<file path="src/rtl/tinyodin_pkg.sv">
// Shared types and constants for the tinyODIN input stage: scan FSM encoding,
// spike word width and the index-width helper.
package tinyodin_pkg;

    localparam int SPIKE_WORD_W = 32;

    typedef enum logic [2:0] {
        IDLE      = 3'd0,
        FETCH     = 3'd1,
        WAIT_DATA = 3'd2,
        SCAN      = 3'd3,
        DONE      = 3'd4
    } scan_state_t;

    // Never returns 0, so a single-entry range still gets a 1-bit field.
    function automatic int idx_width(input int n);
        return (n > 1) ? $clog2(n) : 1;
    endfunction

endpackage

</file>
<file path="src/rtl/sync_fifo.sv">
// Single-clock FIFO with extra-MSB pointers and a registered read port that
// holds its value between pops.
module sync_fifo #(
    parameter  int WIDTH = 8,
    parameter  int DEPTH = 16,
    localparam int PW    = $clog2(DEPTH)
) (
    input  logic             CLK,
    input  logic             RSTN,
    input  logic             push,
    input  logic             pop,
    input  logic [WIDTH-1:0] wdata,
    output logic [WIDTH-1:0] rdata,
    output logic             full,
    output logic             empty,
    output logic             underflow
);

    logic [WIDTH-1:0] mem [DEPTH];
    logic [PW:0]      wr_ptr;
    logic [PW:0]      rd_ptr;
    logic             pop_ok;
    logic             push_ok;

    assign empty     = (wr_ptr == rd_ptr);
    assign full      = (wr_ptr[PW] != rd_ptr[PW]) && (wr_ptr[PW-1:0] == rd_ptr[PW-1:0]);
    assign pop_ok    = pop & ~empty;
    // A pop in the same cycle frees the head slot, so a push while full is legal.
    assign push_ok   = push & (~full | pop_ok);
    assign underflow = pop & empty;

    always_ff @(posedge CLK) begin
        if (!RSTN) begin
            wr_ptr <= '0;
            rd_ptr <= '0;
            rdata  <= '0;
        end else begin
            if (push_ok) begin
                wr_ptr <= wr_ptr + 1'b1;
            end
            if (pop_ok) begin
                rdata  <= mem[rd_ptr[PW-1:0]];
                rd_ptr <= rd_ptr + 1'b1;
            end
        end
    end

    always_ff @(posedge CLK) begin
        if (push_ok) begin
            mem[wr_ptr[PW-1:0]] <= wdata;
        end
    end

endmodule

</file>
<file path="src/rtl/spike_scan_fifo.sv">
// Per-timestep spike bitmap fetch, lowest-bit-first index extraction and FIFO
// buffering. Optional spike counter output: define SPIKE_SCAN_COUNT_EN.
module spike_scan_fifo
    import tinyodin_pkg::*;
#(
    parameter  int N     = 256,
    parameter  int DEPTH = 16,
    localparam int IW    = idx_width(N),
    localparam int NW    = N / SPIKE_WORD_W,
    localparam int AW    = idx_width(NW)
) (
    input  logic                    CLK,
    input  logic                    RSTN,
    input  logic                    start_i,
    input  logic                    next_tick_i,
    output logic                    mem_req_o,
    output logic [AW-1:0]           mem_addr_o,
    input  logic [SPIKE_WORD_W-1:0] mem_rdata_i,
    input  logic                    FIFO_r_en_i,
    output logic [IW-1:0]           FIFO_r_data_o,
    output logic                    FIFO_empty_o,
    output logic                    spikecore_done_o,
    output scan_state_t             scan_state_o,
    output logic                    overflow_o
`ifdef SPIKE_SCAN_COUNT_EN
    ,
    output logic [IW:0]             spike_count_o
`endif
);

    scan_state_t             state_q, state_d;
    logic [AW-1:0]           word_q, word_d;
    logic [SPIKE_WORD_W-1:0] scan_q, scan_d;
    logic                    start_q;
    logic                    overflow_q;
    logic                    launch;
    logic                    push;
    logic                    pop_ok;
    logic                    last_word;
    logic [4:0]              bit_sel;
    logic [IW-1:0]           push_idx;
    logic                    fifo_full;
    logic                    fifo_empty;
    logic                    fifo_underflow;

    function automatic logic [4:0] lowest_set(input logic [SPIKE_WORD_W-1:0] v);
        lowest_set = '0;
        for (int i = SPIKE_WORD_W - 1; i >= 0; i--) begin
            if (v[i]) lowest_set = 5'(i);
        end
    endfunction

    // Read handshake: an entry is consumed on a rising edge where FIFO_r_en_i
    // is high and FIFO_empty_o is low; the popped index appears the next cycle.
    assign pop_ok    = FIFO_r_en_i & ~fifo_empty;
    assign last_word = (word_q == AW'(NW - 1));
    assign bit_sel   = lowest_set(scan_q);
    assign push_idx  = IW'({word_q, bit_sel});

    // A start_i edge only counts from IDLE; next_tick_i also relaunches from DONE.
    assign launch = ((state_q == IDLE) && ((start_i && !start_q) || next_tick_i))
                 || ((state_q == DONE) && next_tick_i);

    always_comb begin
        state_d = state_q;
        word_d  = word_q;
        scan_d  = scan_q;
        push    = 1'b0;
        case (state_q)
            IDLE, DONE: begin
                if (launch) begin
                    state_d = FETCH;
                    word_d  = '0;
                end
            end
            FETCH: begin
                state_d = WAIT_DATA;
            end
            WAIT_DATA: begin
                scan_d = mem_rdata_i;
                if (mem_rdata_i != '0) begin
                    state_d = SCAN;
                end else if (last_word) begin
                    state_d = DONE;
                end else begin
                    word_d  = word_q + AW'(1);
                    state_d = FETCH;
                end
            end
            SCAN: begin
                if (!fifo_full || pop_ok) begin
                    push   = 1'b1;
                    scan_d = scan_q & (scan_q - 32'd1);
                    if (scan_d == '0) begin
                        if (last_word) begin
                            state_d = DONE;
                        end else begin
                            word_d  = word_q + AW'(1);
                            state_d = FETCH;
                        end
                    end
                end
            end
            default: begin
                state_d = IDLE;
            end
        endcase
    end

    always_ff @(posedge CLK) begin
        if (!RSTN) begin
            state_q    <= IDLE;
            word_q     <= '0;
            scan_q     <= '0;
            start_q    <= 1'b0;
            overflow_q <= 1'b0;
        end else begin
            state_q    <= state_d;
            word_q     <= word_d;
            scan_q     <= scan_d;
            start_q    <= start_i;
            overflow_q <= overflow_q | fifo_underflow;
        end
    end

    sync_fifo #(
        .WIDTH (IW),
        .DEPTH (DEPTH)
    ) u_fifo (
        .CLK       (CLK),
        .RSTN      (RSTN),
        .push      (push),
        .pop       (FIFO_r_en_i),
        .wdata     (push_idx),
        .rdata     (FIFO_r_data_o),
        .full      (fifo_full),
        .empty     (fifo_empty),
        .underflow (fifo_underflow)
    );

    assign mem_req_o        = (state_q == FETCH);
    assign mem_addr_o       = word_q;
    assign FIFO_empty_o     = fifo_empty;
    assign spikecore_done_o = (state_q == DONE);
    assign scan_state_o     = state_q;
    assign overflow_o       = overflow_q;

`ifdef SPIKE_SCAN_COUNT_EN
    logic [IW:0] count_q;

    always_ff @(posedge CLK) begin
        if (!RSTN) begin
            count_q <= '0;
        end else if (launch) begin
            count_q <= '0;
        end else if (push) begin
            count_q <= count_q + 1'b1;
        end
    end

    assign spike_count_o = count_q;
`endif

endmodule

</file>
<file path="config.mk">
export PLATFORM = sky130hd
export DESIGN_NAME = spike_scan_fifo
export DESIGN_NICKNAME = d
export VERILOG_FILES = /design/src/rtl/tinyodin_pkg.sv /design/src/rtl/sync_fifo.sv /design/src/rtl/spike_scan_fifo.sv
export SDC_FILE = /design/constraint.sdc
export NUM_CORES = 1
export LEC_CHECK = 0
export BUFFER_PORTS_ARGS = -buffer_cell sky130_fd_sc_hd__buf_2
export CORE_MARGIN = 4
export CORE_UTILIZATION = 25
export CTS_CLUSTER_SIZE = 40
export DETAILED_ROUTE_END_ITERATION = 12
export SLEW_MARGIN = 5
export SYNTH_ARGS = -nofsm -noshare
export SYNTH_HDL_FRONTEND = slang
export SYNTH_SLANG_ARGS = --single-unit
</file>
<file path="constraint.sdc">
create_clock -name CLK -period 10.3 [get_ports CLK]
set_clock_uncertainty 0.15 [all_clocks]
set_input_delay 2.06 -clock CLK [delete_from_list [all_inputs] [get_ports CLK]]
set_output_delay 2.06 -clock CLK [all_outputs]
set_load 0.02 [all_outputs]
</file>
======== After elaboration in Yosys (flattened, before gate mapping) ========
Memories as Yosys holds them, arrays and structs flattened. A register that Yosys moved wholly into a read port is not among the register bits.
Cells that the tools add are included.
storage, ports and cells
  register bits ........................... 50
  bits in writable memories ............... 128
  input port bits ......................... 37
  output and inout port bits .............. 18
  logic and storage cells ................. 101
  memories kept ........................... 1
memories
  name        depth  width  read ports  clocked after memory_dff  write ports  line             text
  u_fifo.mem  16     8      1           1                         1            sync_fifo.sv:19  logic [WIDTH-1:0] mem [DEPTH];
operators by class
  add/sub/neg operators ................... 4
  equal/unequal tests ..................... 12
  multiplexer cells ....................... 50
  bitwise logic cells ..................... 8
  reduce and logical (&&, ||, !) cells .... 19
operators by type and width
  kind                   number
  $mux 5                 32
  $pmux 32 s2            1
  $and 32x32->32         1
  $logic_not 32->1       1
  $mux 32                1
  $reduce_bool 32->1     1
  $sub 32x1->32 const B  1
  $mux 3                 10
  $pmux 3 s4             1
  $add 5x1->5 const B    2
  $pmux 3 s3             1
  $ne 2x2->1 const B     4
  $eq 3x2->1 const B     2
  $eq 3x3->1 const B     2
  $eq 5x5->1             1
  $reduce_and 5->1       1
  $eq 4x4->1             1
  $logic_and 1x1->1      4
  $mux 1                 4
  $add 3x1->3 const B    1
  $and 1x1->1            3
  $eq 3x1->1 const B     1
  $logic_not 1->1        3
  $logic_not 3->1        1
  other kinds (9)        13

======== Longest topological paths before layout ========
Gate-level depths: netlist of the first run.
  word-level depth ........................ 32
  gate-level depth with buffers ........... 10

======== Cells and area by module ========
From an unflattened synthesis of the first run, not the netlist that was laid out.
unflattened totals
  cells, all modules ...................... 720
  area, all modules ....................... 8699.6 um^2
modules (own cells, without submodules)
  module           times used  cells an instance  area each (um^2)  seq. area each (um^2)
  sync_fifo        1           336                5939.4            4204.0
  spike_scan_fifo  1           384                2760.1            800.8

======== Worst setup path before layout of the first run ========
No wires, ideal clock.
  path type ............................... input to register
  start point ............................. in FIFO_r_en_i
  end point ............................... mem u_fifo.mem[3][0] (enable)
  library setup time ...................... 0.383 ns
  arrival time ............................ 3.250 ns
  required time ........................... 9.767 ns
  slack ................................... 6.517 ns
  stages .................................. 4
  path buffers ............................ 0
  cell sequence ........................... nor3_1 nor2_1 nand2_1 nor3_1
between the ends
  longest elaborated chain between the ends .. 7
ends and longest elaborated chain
  what                              line                                    text
  start: declaration                spike_scan_fifo.sv:19                   input logic FIFO_r_en_i,
  $and 1x1->1 (*)                   sync_fifo.sv:27, spike_scan_fifo.sv:55
  $logic_or 1x1->1                  spike_scan_fifo.sv:91                   if (!fifo_full || pop_ok) begin
  $mux 1                            spike_scan_fifo.sv:91
  $mux 1                            spike_scan_fifo.sv:69                   case (state_q)
  $and 1x1->1 (*)                   sync_fifo.sv:29                         assign push_ok = push & (~full | pop_ok);
  $mux 1 (*)                        sync_fifo.sv:49                         if (push_ok) begin
  $mux 1 (not written as such) (*)  sync_fifo.sv:50                         mem[wr_ptr[PW-1:0]] <= wdata;
  end: declaration                  sync_fifo.sv:19
Mark *: on every way between the ends. The rest lies on a longest branch, timed or not.

======== Worst setup path after layout of the first run ========
  start point ............................. reg u_fifo.rd_ptr[0]
  end point ............................... out FIFO_empty_o
between the ends
  longest elaborated chain between the ends .. 1
ends and longest elaborated chain
  what                      line                   text
  start: declaration        sync_fifo.sv:21        logic [PW:0] rd_ptr;
  start signal: assignment  sync_fifo.sv:43        rd_ptr <= rd_ptr + 1'b1;
  $eq 5x5->1                sync_fifo.sv:25        assign empty = (wr_ptr == rd_ptr);
  end: declaration          spike_scan_fifo.sv:21  output logic FIFO_empty_o,
Every way passes these cells.

==> results of run 1 <==
## cells in the final DEF (no fill, tap or decap), types with 9 or more instances in the layout
cell type / netlist / final
buf_4: 1 / 15
inv_1: 13 / 13
mux4_2: 40 / 40
buf_2: 3 / 54
o21ai_0: 35 / 34
nand2_1: 43 / 43
a21oi_1: 26 / 26
a22oi_1: 22 / 22
nor2b_1: 39 / 39
nor3_1: 19 / 18
nor2_1: 34 / 33
clkbuf_16: 0 / 17
o31ai_1: 9 / 9
and2_1: 10 / 10
dfxtp_1: 58 / 57
nor4_1: 14 / 14
xnor2_1: 12 / 12
edfxtp_1: 128 / 128
## cells by family after synthesis
kind of cell,count (synthesis)
AO/OA/AOI/OAI,138
XOR/XNOR,13
adder cells (fa/ha/maj),8
buffers and inverters,58
flip-flops,186
multiplexers,48
AND/OR/NAND/NOR,202
## path summary, 6_finish.rpt
check              startpoint                to  slack (ns)
max          u_fifo.rd_ptr[0]      FIFO_empty_o        5.90
min                overflow_o        overflow_o        0.35
max reg2reg  u_fifo.rd_ptr[0]  u_fifo.mem[1][5]        6.65
min reg2reg        overflow_o        overflow_o        0.35
## power breakdown
| part | internal (mW) | leakage, nW | switching (mW) |
|---|---|---|---|
| combinational | 0.177 | 1.33 | 0.316 |
| clock | 0.365 | 0.288 | 0.293 |
| sequential | 0.905 | 1.71 | 0.0336 |
| total | 1.45 | 3.33 | 0.642 |
## area by class of cell
cell class / count / area, um2 / share of cell area [%]
Clock inverter: 11 / 143 / 1.45
Multi-Input combinational cell: 409 / 3270 / 33.2
Tap cell: 448 / 561 / 5.69
Clock buffer: 21 / 440 / 4.47
Inverter: 13 / 48.8 / 0.496
Timing Repair Buffer: 69 / 383 / 3.89
Sequential cell: 186 / 5010 / 50.8
## synth_stat cells (3+ instances only)
library cell	instances	area [um2]
edfxtp_1	128	3840
dfxtp_1	58	1160
nand2_1	43	161
mux4_2	40	901
nor2b_1	39	244
o21ai_0	35	175
nor2_1	34	128
clkbuf_1	33	124
a21oi_1	26	130
a22oi_1	22	165
nor3_1	19	95.1
nor4_1	14	87.6
inv_1	13	48.8
xnor2_1	12	105
and2_1	10	62.6
o31ai_1	9	67.6
mux2i_1	8	80.1
nand4_1	8	50.1
a21boi_0	7	52.6
ha_1	7	87.6
nand2b_1	7	43.8
buf_1	6	22.5
nand3_1	6	30.0
or3_1	5	31.3
a2111oi_0	4	35.0
a31oi_1	4	25.0
o41ai_1	4	35.0
buf_2	3	15.0
nor4_2	3	37.5
nor4_4	3	63.8
o211ai_1	3	22.5
o31a_1	3	26.3
or2_2	3	18.8
## state kept, by name, summed over array words and instances (netlist names)
name           cells
scan_q            32
overflow_o         1
u_fifo.rd_ptr      5
u_fifo.rdata       8
start_q            1
u_fifo.wr_ptr      5
mem_addr_o         3
u_fifo.mem       128
scan_state_o       3
## stage by stage
| stage | setup WS (ns) | util, % |
|---|---|---|
| 5_1_grt | 5.67 | 29.4 |
| 2_1_floorplan | 6.52 | - |
| 4_1_cts | 5.86 | 29.4 |
| 6_report | 5.90 | 29.4 |
| 3_3_place_gp | 5.89 | 27.6 |
| 3_5_place_dp | 5.75 | 27.6 |
## per-layer routing
metal	track usage, %	vias to the layer above	part of all wire [%]
met5	0	-	0
met4	3.70	0	1.6
met3	2.53	18	5.5
met2	17.6	167	47
met1	16.5	2817	46
li1	-	2592	-
## worst max-delay path, delay by kind of cell, from the launching register on
| kind | cells | cell delay, ns |
|---|---|---|
| AND/OR/NAND/NOR | 2 | 0.46 |
| XOR/XNOR | 1 | 0.19 |
| buffers and inverters | 2 | 0.75 |
| flip-flops | 1 | 0.31 |
==> results.py, run 1 <==
metrics = {
    "clock_network": {
        "cts_resized": 0,
        "path_clk_slew_ns": 0.07,
        "cts.hold.buffers_added": 0,
        "clk_latency_ns": 0.44,
        "postCtsSetupBuffers": 0,
        "cts_root_buf": "clkbuf_16",
        "cts_buffers": 17,
        "cts_tree": "yes",
        "htree_levels": 4,
        "clk_path_buf_depth": 2,
        "cts_sinks": 186,
    },
    "finish": {
        "syn_to_final_growth_pct": 16.1,
        "fillers": 3452,
        "diodes": 0,
        "drive_above_1_share_pct": 22.3,
        "fin_area_um2": 9850,
        "stdcell_count": 1157,
        "nNetsFinal": 740,
    },
    "placed_design": {
        "io_buffer_count": 54,
        "dp_hpwl_um": 14300,
        "dp_cells": 1125,
        "place_congestion": 0.834,
        "place_area_um2": 9260,
    },
    "floorplanning": {
        "rows": 67,
        "core_um2": 33500,
        "initial_core_util_pct": 25.3,
        "die_x_um": 192,
        "pin_count": 55,
        "dieArea_um2": 36900,
        "fp.dieH_um": 192,
    },
    "worst_setup_path": {
        "start_kind": "flip-flop",
        "worstPathMaxFanout": 36,
        "critPathSlowestCell": "buf_4",
        "path_class": "flip-flop to output port",
        "arrival_ns": 2.19,
        "cp-end-kind": "output port",
        "required_ns": 8.09,
        "crit_chain": "buf_4 -> xnor2_1 -> nand4_1 -> nor2_1 -> buf_2",
        "crit_path_max_incr_delay_ns": 0.55,
        "rr_worst_depth": 8,
    },
    "global_route": {
        "grt_pass1_wl_um": 32400,
        "grt_pass1_vias": 5382,
        "grt_start_max_net_pins": 59,
        "overflow": 0,
        "antenna_found_initial": 0,
        "track_usage_pct": 11.6,
    },
    "timing": {
        "period_needed_ns": 4.40,
        "hold_viol": 0,
        "fin_tns_setup_ns": 0,
        "tightest_slew_ns": 1.25,
        "rsz0062_at_grt": "false",
        "fmax_mhz": 227,
        "setup_violations": 0,
        "slew_violations": 0,
        "period_share_pct": 42.7,
        "slew_headroom_pct": 16.1,
        "hold_ws_ns": 0.353,
    },
    "yosys": {
        "ys_seq_area_share_pct": 59.0,
        "syn-cell-area_um2": 8480,
        "synth-adder-area-share_pct": 1.15,
        "synthXorXnorAreaFrac_pct": 1.34,
        "synth-compound-area-share_pct": 10.8,
        "synthMuxAreaShare_pct": 11.6,
        "synthDistinctLibCells": 60,
        "synth_area_per_cell_um2": 13.0,
        "synth_top_flop_cell": "edfxtp_1",
        "syn_inst": 653,
        "synth_top_family_by_area": "simple AND/OR/NAND/NOR gates",
        "synth-simple-area-share_pct": 13.3,
        "syn_nets": 697,
        "yosysWarnings": 0,
        "synth-seq-cells": 186,
        "ys_async_sr_fraction_pct": 0,
        "synth_edf_count": 128,
    },
    "power_and_ir_drop": {
        "powerDensity_nw_per_um2": 212,
        "leakage_nw": 3.33,
        "peakVddDrop_mv": 0.133,
        "p_total_mw": 2.09,
    },
    "routing": {
        "drtPass1Iterations": 5,
        "drt-initial-drc-count": 430,
        "ant_nets": 0,
        "dr_total_vias": 5594,
        "drc": 0,
        "wl_per_cell_um": 18.1,
        "via_per_inst": 4.83,
        "finalWirelength_um": 21000,
    },
    "hold_path": {
        "whs_path_depth": 2,
        "hold_class": "flip-flop to flip-flop",
    },
    "status": {
        "outcome": "complete, no violations",
    },
    "flow_run": {
        "drv_cap": 0,
    },
}
Note: power is estimated with default switching activity, not from simulation.
==> inputs of run 2 (changes only) <==
==> constraint.sdc (replaced) <==
create_clock -name CLK -period 4.5 [get_ports CLK]
set_clock_uncertainty 0.15 [all_clocks]
set_input_delay 0.9 -clock CLK [delete_from_list [all_inputs] [get_ports CLK]]
set_output_delay 0.9 -clock CLK [all_outputs]
set_load 0.02 [all_outputs]
==> run 2 against run 1 <==
First-iteration DRC count is 7.9% higher. Clock power is 130% higher. Hold slack worse by 0.013 ns. Setup slack worse by 4.6 ns. Non-clock buffer count is 2 higher. Flip-flop and latch count stayed put. Utilization is 0.19 points higher. Via count is 0.36% lower. Sequential share of layout area is 0.33 points lower. Wire length is 1.6% lower. Highest routed layer unchanged. Critical path depth is 4 higher. Sequential power is 130% higher.
==> results.py, run 2 (synthesized netlist as in run 1, its figures left out) <==
metrics = {
    "timing": {
        "slew_violations": 0,
        "hold_viol": 0,
        "setup_violations": 0,
        "tightest_slew_ns": 1.08,
        "fmax_mhz": 309,
        "slew_headroom_pct": 27.6,
        "period_share_pct": 72.0,
        "fin_tns_setup_ns": 0,
        "period_needed_ns": 3.24,
        "rsz0062_at_grt": "false",
    },
    "global_route": {
        "grt-busiest-layer": "met2",
        "track_usage_pct": 11.4,
        "grt_start_max_net_pins": 59,
        "grt_pass1_wl_um": 32000,
        "grt_pass1_vias": 5419,
        "overflow": 0,
        "use_met1_pct": 16.3,
        "use_met3_pct": 2.16,
        "met2_usage_pct": 17.7,
        "antenna_found_initial": 0,
    },
    "clock_network": {
        "cts_resized": 0,
        "htree_levels": 4,
        "cts_tree": "yes",
        "clk_latency_ns": 0.44,
        "path_clk_slew_ns": 0.08,
        "cts_root_buf": "clkbuf_16",
        "cts_buffers": 17,
        "postCtsSetupBuffers": 0,
        "cts.hold.buffers_added": 0,
        "cts_sinks": 186,
        "clk_path_buf_depth": 2,
    },
    "power_and_ir_drop": {
        "peakVddDrop_mv": 0.316,
        "leakage_nw": 3.35,
        "p_total_mw": 4.83,
        "powerDensity_nw_per_um2": 487,
    },
    "routing": {
        "drc": 0,
        "via_per_inst": 4.81,
        "drt-initial-drc-count": 464,
        "drtPass1Iterations": 5,
        "ant_nets": 0,
        "finalWirelength_um": 20600,
        "dr_total_vias": 5574,
        "wl_per_cell_um": 17.8,
    },
    "finish": {
        "final_common_cell": "edfxtp_1",
        "fillers": 3417,
        "multiInputGateArea_um2": 3260,
        "stdcell_count": 1159,
        "layout_common_cells": "edfxtp_1 (128), dfxtp_1 (57), buf_2 (54), nand2_1 (43), mux4_2 (40)",
        "nNetsFinal": 742,
        "seq_area_um2": 5010,
        "largest_reg_flops": 128,
        "diodes": 0,
        "syn_to_final_growth_pct": 16.8,
        "drive_above_1_share_pct": 22.9,
    },
    "placed_design": {
        "io_buffer_count": 54,
        "dp_hpwl_um": 14200,
        "dp_cells": 1127,
        "place_congestion": 0.837,
    },
    "flow_run": {
        "drv_cap": 0,
    },
    "worst_setup_path": {
        "required_ns": 4.68,
        "start_kind": "flip-flop",
        "arrival_ns": 3.42,
        "worstPathMaxFanout": 16,
        "cp-end-kind": "flip-flop",
        "path_class": "flip-flop to flip-flop",
    },
    "floorplanning": {
        "core_um2": 33500,
        "fp.dieH_um": 192,
        "rows": 67,
        "dieArea_um2": 36900,
        "die_x_um": 192,
        "pin_count": 55,
        "initial_core_util_pct": 25.3,
    },
    "hold_path": {
        "hold_class": "flip-flop to flip-flop",
    },
    "status": {
        "outcome": "complete, no violations",
    },
}
run 2: cell count changes in the layout (fill, tap and decap cells not counted), sizes merged:
cell | previous run | this run
clkbuf | 21 | 17
clkinv | 5 | 9
buf | 69 | 71
bufinv | 2 | 0
clkinvlp | 0 | 1
inv | 17 | 18
run 2: critical path: stages (launching register included):
cell	delay [ns]
dfxtp_1	0.77
xnor2_1	0.14
nand4_1	0.17
nor3_2	0.06
buf_4	0.20
nor2_1	0.38
nand2_1	0.23
nor2_1	0.70
xor2_1	0.13
and2_1	0.19
run 2: stage by stage:
stage,worst slack (ns),hold WS (ns),utilization (%),cell area [um2]
3_3_place_gp,1.42,0.318,27.7,9270
6_report,1.26,0.340,29.6,9910
2_1_floorplan,0.941,0.332,-,8480
5_1_grt,0.928,0.376,29.6,9910
4_1_cts,1.22,0.347,29.6,9910
3_5_place_dp,1.29,0.327,27.7,9270
run 2: path summary, 6_finish.rpt:
kind,startpoint,end,slack [ns],depth (start not counted)
max,u_fifo.rd_ptr[2],u_fifo.wr_ptr[4],1.26,9
min,overflow_o,overflow_o,0.34,2
max reg2reg,u_fifo.rd_ptr[2],u_fifo.wr_ptr[4],1.26,9
min reg2reg,overflow_o,overflow_o,0.34,2
run 2: per-layer routing:
| metal | wire length, um | part of all wire [%] |
|---|---|---|
| met4 | 271 | 1.3 |
| met1 | 9660 | 47 |
| met3 | 1050 | 5.1 |
| met5 | 0 | 0 |
| met2 | 9670 | 47 |
run 2: cell type report:
type | count | share of cell area [%]
Tap cell | 448 | 5.66
Clock buffer | 17 | 4.29
Timing Repair Buffer | 71 | 4.01
Clock inverter | 15 | 2.15
Multi-Input combinational cell | 409 | 32.9
Sequential cell | 186 | 50.5
Inverter | 13 | 0.492
run 2: power by group:
part,internal (mW),switching [mW]
combinational,0.413,0.715
clock,0.769,0.775
sequential,2.07,0.0889
total,3.25,1.58
==> inputs of run 3 (changes only) <==
--- a/config.mk
+++ b/config.mk
@@ -5,6 +5,7 @@
 export SDC_FILE = /design/constraint.sdc
 export NUM_CORES = 1
 export LEC_CHECK = 0
+export ABC_AREA = 1
 export BUFFER_PORTS_ARGS = -buffer_cell sky130_fd_sc_hd__buf_2
 export CORE_MARGIN = 4
 export CORE_UTILIZATION = 25
==> constraint.sdc (replaced) <==
create_clock -name CLK -period 2.8 [get_ports CLK]
set_clock_uncertainty 0.15 [all_clocks]
set_input_delay 0.56 -clock CLK [delete_from_list [all_inputs] [get_ports CLK]]
set_output_delay 0.56 -clock CLK [all_outputs]
set_load 0.02 [all_outputs]
==> run 3 against run 2 <==
The run now ends with negative setup slack left. Synthesized cell count increased by 36%. Largest power group is now combinational cells. Design area up 3.1%. Wire length is 8.9% higher. Fmax is 13% higher. Register-to-register slack lost 1.3 ns. Non-clock buffer count rose by 40. Global-route usage up 0.94 points. Highest routed layer unchanged. Setup slack worse by 1.3 ns.
==> results.py, run 3 <==
metrics = {
    "floorplanning": {
        "rows": 67,
        "dieArea_um2": 36800,
        "die_x_um": 192,
        "pin_count": 55,
        "fp.dieH_um": 192,
        "core_um2": 33400,
        "initial_core_util_pct": 25.2,
    },
    "yosys": {
        "synth_top_cells_by_area": "edfxtp_1 (46%), dfxtp_1 (14%), nor2_1 (6.3%), o21ai_0 (5.8%), nand2_1 (5.5%)",
        "syn_inst": 888,
        "ys_async_sr_fraction_pct": 0,
        "synth-seq-cells": 186,
        "synth_common_cells": "nor2_1 (141), edfxtp_1 (128), nand2_1 (124)",
        "synthDistinctLibCells": 37,
        "synth_area_per_cell_um2": 9.51,
        "ys_seq_area_share_pct": 59.3,
        "synth_edf_count": 128,
        "syn_nets": 932,
        "yosysMostFrequentCell": "nor2_1",
        "syn-cell-area_um2": 8440,
        "synth_top_flop_cell": "edfxtp_1",
        "yosysWarnings": 0,
        "synth.top_cell.area_share_pct": 45.5,
        "synth_area_leader_cell": "edfxtp_1",
    },
    "power_and_ir_drop": {
        "clkPwrFrac_pct": 19.3,
        "combPwrFrac_pct": 47.2,
        "p_sw_share_pct": 43.0,
        "powerDensity_nw_per_um2": 1230,
        "internal_power_mw": 7.19,
        "seqPwrFrac_pct": 33.5,
        "peakVddDrop_mv": 0.551,
        "leakage_nw": 3.86,
        "p_sw_mw": 5.43,
    },
    "status": {
        "outcome": "finished, violations left",
        "violations": "negative setup slack",
    },
    "worst_setup_path": {
        "crit_end": "mem_addr_o[2]",
        "cp-end-kind": "flip-flop",
        "crit_path_start": "scan_q[1]",
        "regToRegSetupSlack_ns": -0.06,
        "required_ns": 2.95,
        "rr_worst_depth": 20,
        "path_class": "flip-flop to flip-flop",
        "reg2reg_from": "scan_q[1]",
        "start_kind": "flip-flop",
        "worstPathMaxFanout": 6,
        "arrival_ns": 3.01,
        "reg2reg_to": "mem_addr_o[2]",
    },
    "timing": {
        "period_needed_ns": 2.86,
        "setup_violations": 4,
        "hold_viol": 0,
        "slew_violations": 0,
        "fmax_mhz": 349,
        "final.setup.worst_slack_ns": -0.0623,
        "period_share_pct": 102,
        "tightest_slew_ns": 0.600,
        "rsz0062_at_grt": "true",
        "slew_headroom_pct": 60.0,
    },
    "finish": {
        "drive_above_1_share_pct": 18.2,
        "multiInputGateArea_um2": 3020,
        "stdcell_count": 1437,
        "finish.utilization_pct": 30.6,
        "seq_area_um2": 5010,
        "largest_reg_flops": 128,
        "fillers": 3441,
        "syn_to_final_growth_pct": 21.1,
        "final_common_cell": "nor2_1",
        "nNetsFinal": 1020,
        "layout_common_cells": "nor2_1 (138), edfxtp_1 (128), nand2_1 (124), o21ai_0 (98), inv_1 (69)",
        "diodes": 0,
    },
    "placed_design": {
        "dp_slack_ns": -0.0283,
        "dp_hpwl_um": 15000,
        "io_buffer_count": 54,
        "place_congestion": 0.850,
        "dp_cells": 1399,
    },
    "global_route": {
        "grt_pass1_wl_um": 35100,
        "grt_pass1_vias": 6399,
        "antenna_found_initial": 0,
        "overflow": 0,
        "grt_start_max_net_pins": 43,
        "track_usage_pct": 12.3,
    },
    "clock_network": {
        "cts_tree": "yes",
        "clk_path_buf_depth": 2,
        "cts_sinks": 186,
        "cts_root_buf": "clkbuf_16",
        "path_clk_slew_ns": 0.07,
        "clk_latency_ns": 0.44,
        "htree_levels": 4,
        "cts_buffers": 17,
    },
    "hold_path": {
        "hold_class": "input pin to flip-flop",
    },
    "routing": {
        "ant_nets": 0,
        "drc": 0,
        "finalWirelength_um": 22500,
        "via_per_inst": 4.69,
        "drtPass1Iterations": 5,
        "dr_total_vias": 6746,
        "wl_per_cell_um": 15.7,
        "drt-initial-drc-count": 551,
    },
    "flow_run": {
        "drv_cap": 0,
    },
}
[run 3: cell type report]
cell class | instances | share of cell area (%)
inverter | 80 | 2.94
tap | 448 | 5.48
multi-input combinational | 580 | 29.5
timing repair buffer | 111 | 7.20
clock buffer | 17 | 4.16
clock inverter | 15 | 1.68
sequential | 186 | 49.0
[run 3: metrics by stage]
stage	instance area, um2	TNS [ns]	total power [mW]	hold WS (ns)
detailed placement	9540	-0.0283	10.0	0.308
global route	10200	-2.92	13.5	0.202
global placement	9540	0	9.96	0.303
finish	10200	-0.164	12.6	0.170
CTS	10100	0	12.5	0.151
floorplan	8440	0	7.82	0.293
[run 3: what timing repair did]
action                                  in CTS  in global routing
setup buffers                                0                  6
resized for setup                            2                 11
endpoints found under the setup margin       1                 22
hold buffers                                 0                  0
pin swaps                                    0                 15
[run 3: logic make-up after synthesis]
| group | count (synthesis) | share of synthesized area, % |
|---|---|---|
| xor+xnor | 3 | 0.311 |
| fa+ha+maj | 7 | 1.04 |
| simple gates | 335 | 17.1 |
| buf+inv | 122 | 5.42 |
| compound gates | 235 | 16.9 |
| flops | 186 | 59.3 |
[run 3: worst min-delay path by stage]
stage                     startpoint               end  slack [ns]  cells after the start
floorplan           u_fifo.wr_ptr[4]  u_fifo.wr_ptr[4]        0.29                      1
detailed placement        overflow_o        overflow_o        0.31                      2
CTS                          start_i           start_q        0.15                      3
finish                       start_i           start_q        0.17                      3
global placement          overflow_o        overflow_o        0.30                      2
global route                 start_i           start_q        0.20                      3
[run 3: critical path: stages, from the launching register on]
cell,delay [ns]
dfxtp_4,0.35
nor2_4,0.12
inv_2,0.06
nor2_4,0.13
inv_2,0.06
nor2_4,0.12
nand2_2,0.09
nor2_4,0.13
nand3_2,0.10
nor2_4,0.16
nand2_4,0.07
nor2_4,0.09
nor2_2,0.04
nor2_1,0.09
nand3_1,0.10
nor4_2,0.24
nand3_1,0.13
nand2_2,0.11
o2111ai_4,0.15
a21oi_2,0.17
nor3_2,0.05
[run 3: routing by layer]
| metal | share of wire [%] | track usage [%] | vias to the layer above |
|---|---|---|---|
| met5 | 0 | 0 | - |
| met2 | 45 | 18.8 | 245 |
| li1 | - | - | 3320 |
| met3 | 7.3 | 3.11 | 16 |
| met1 | 47 | 17.8 | 3165 |
| met4 | 0.79 | 2.43 | 0 |
[run 3: power groups by stage]
stage,clock network [mW],registers (mW),logic (mW)
floorplan,0,4.35,3.47
global placement,0,4.26,5.70
detailed placement,0,4.27,5.77
CTS,2.49,4.21,5.80
global route,2.61,4.26,6.62
finish,2.44,4.23,5.95
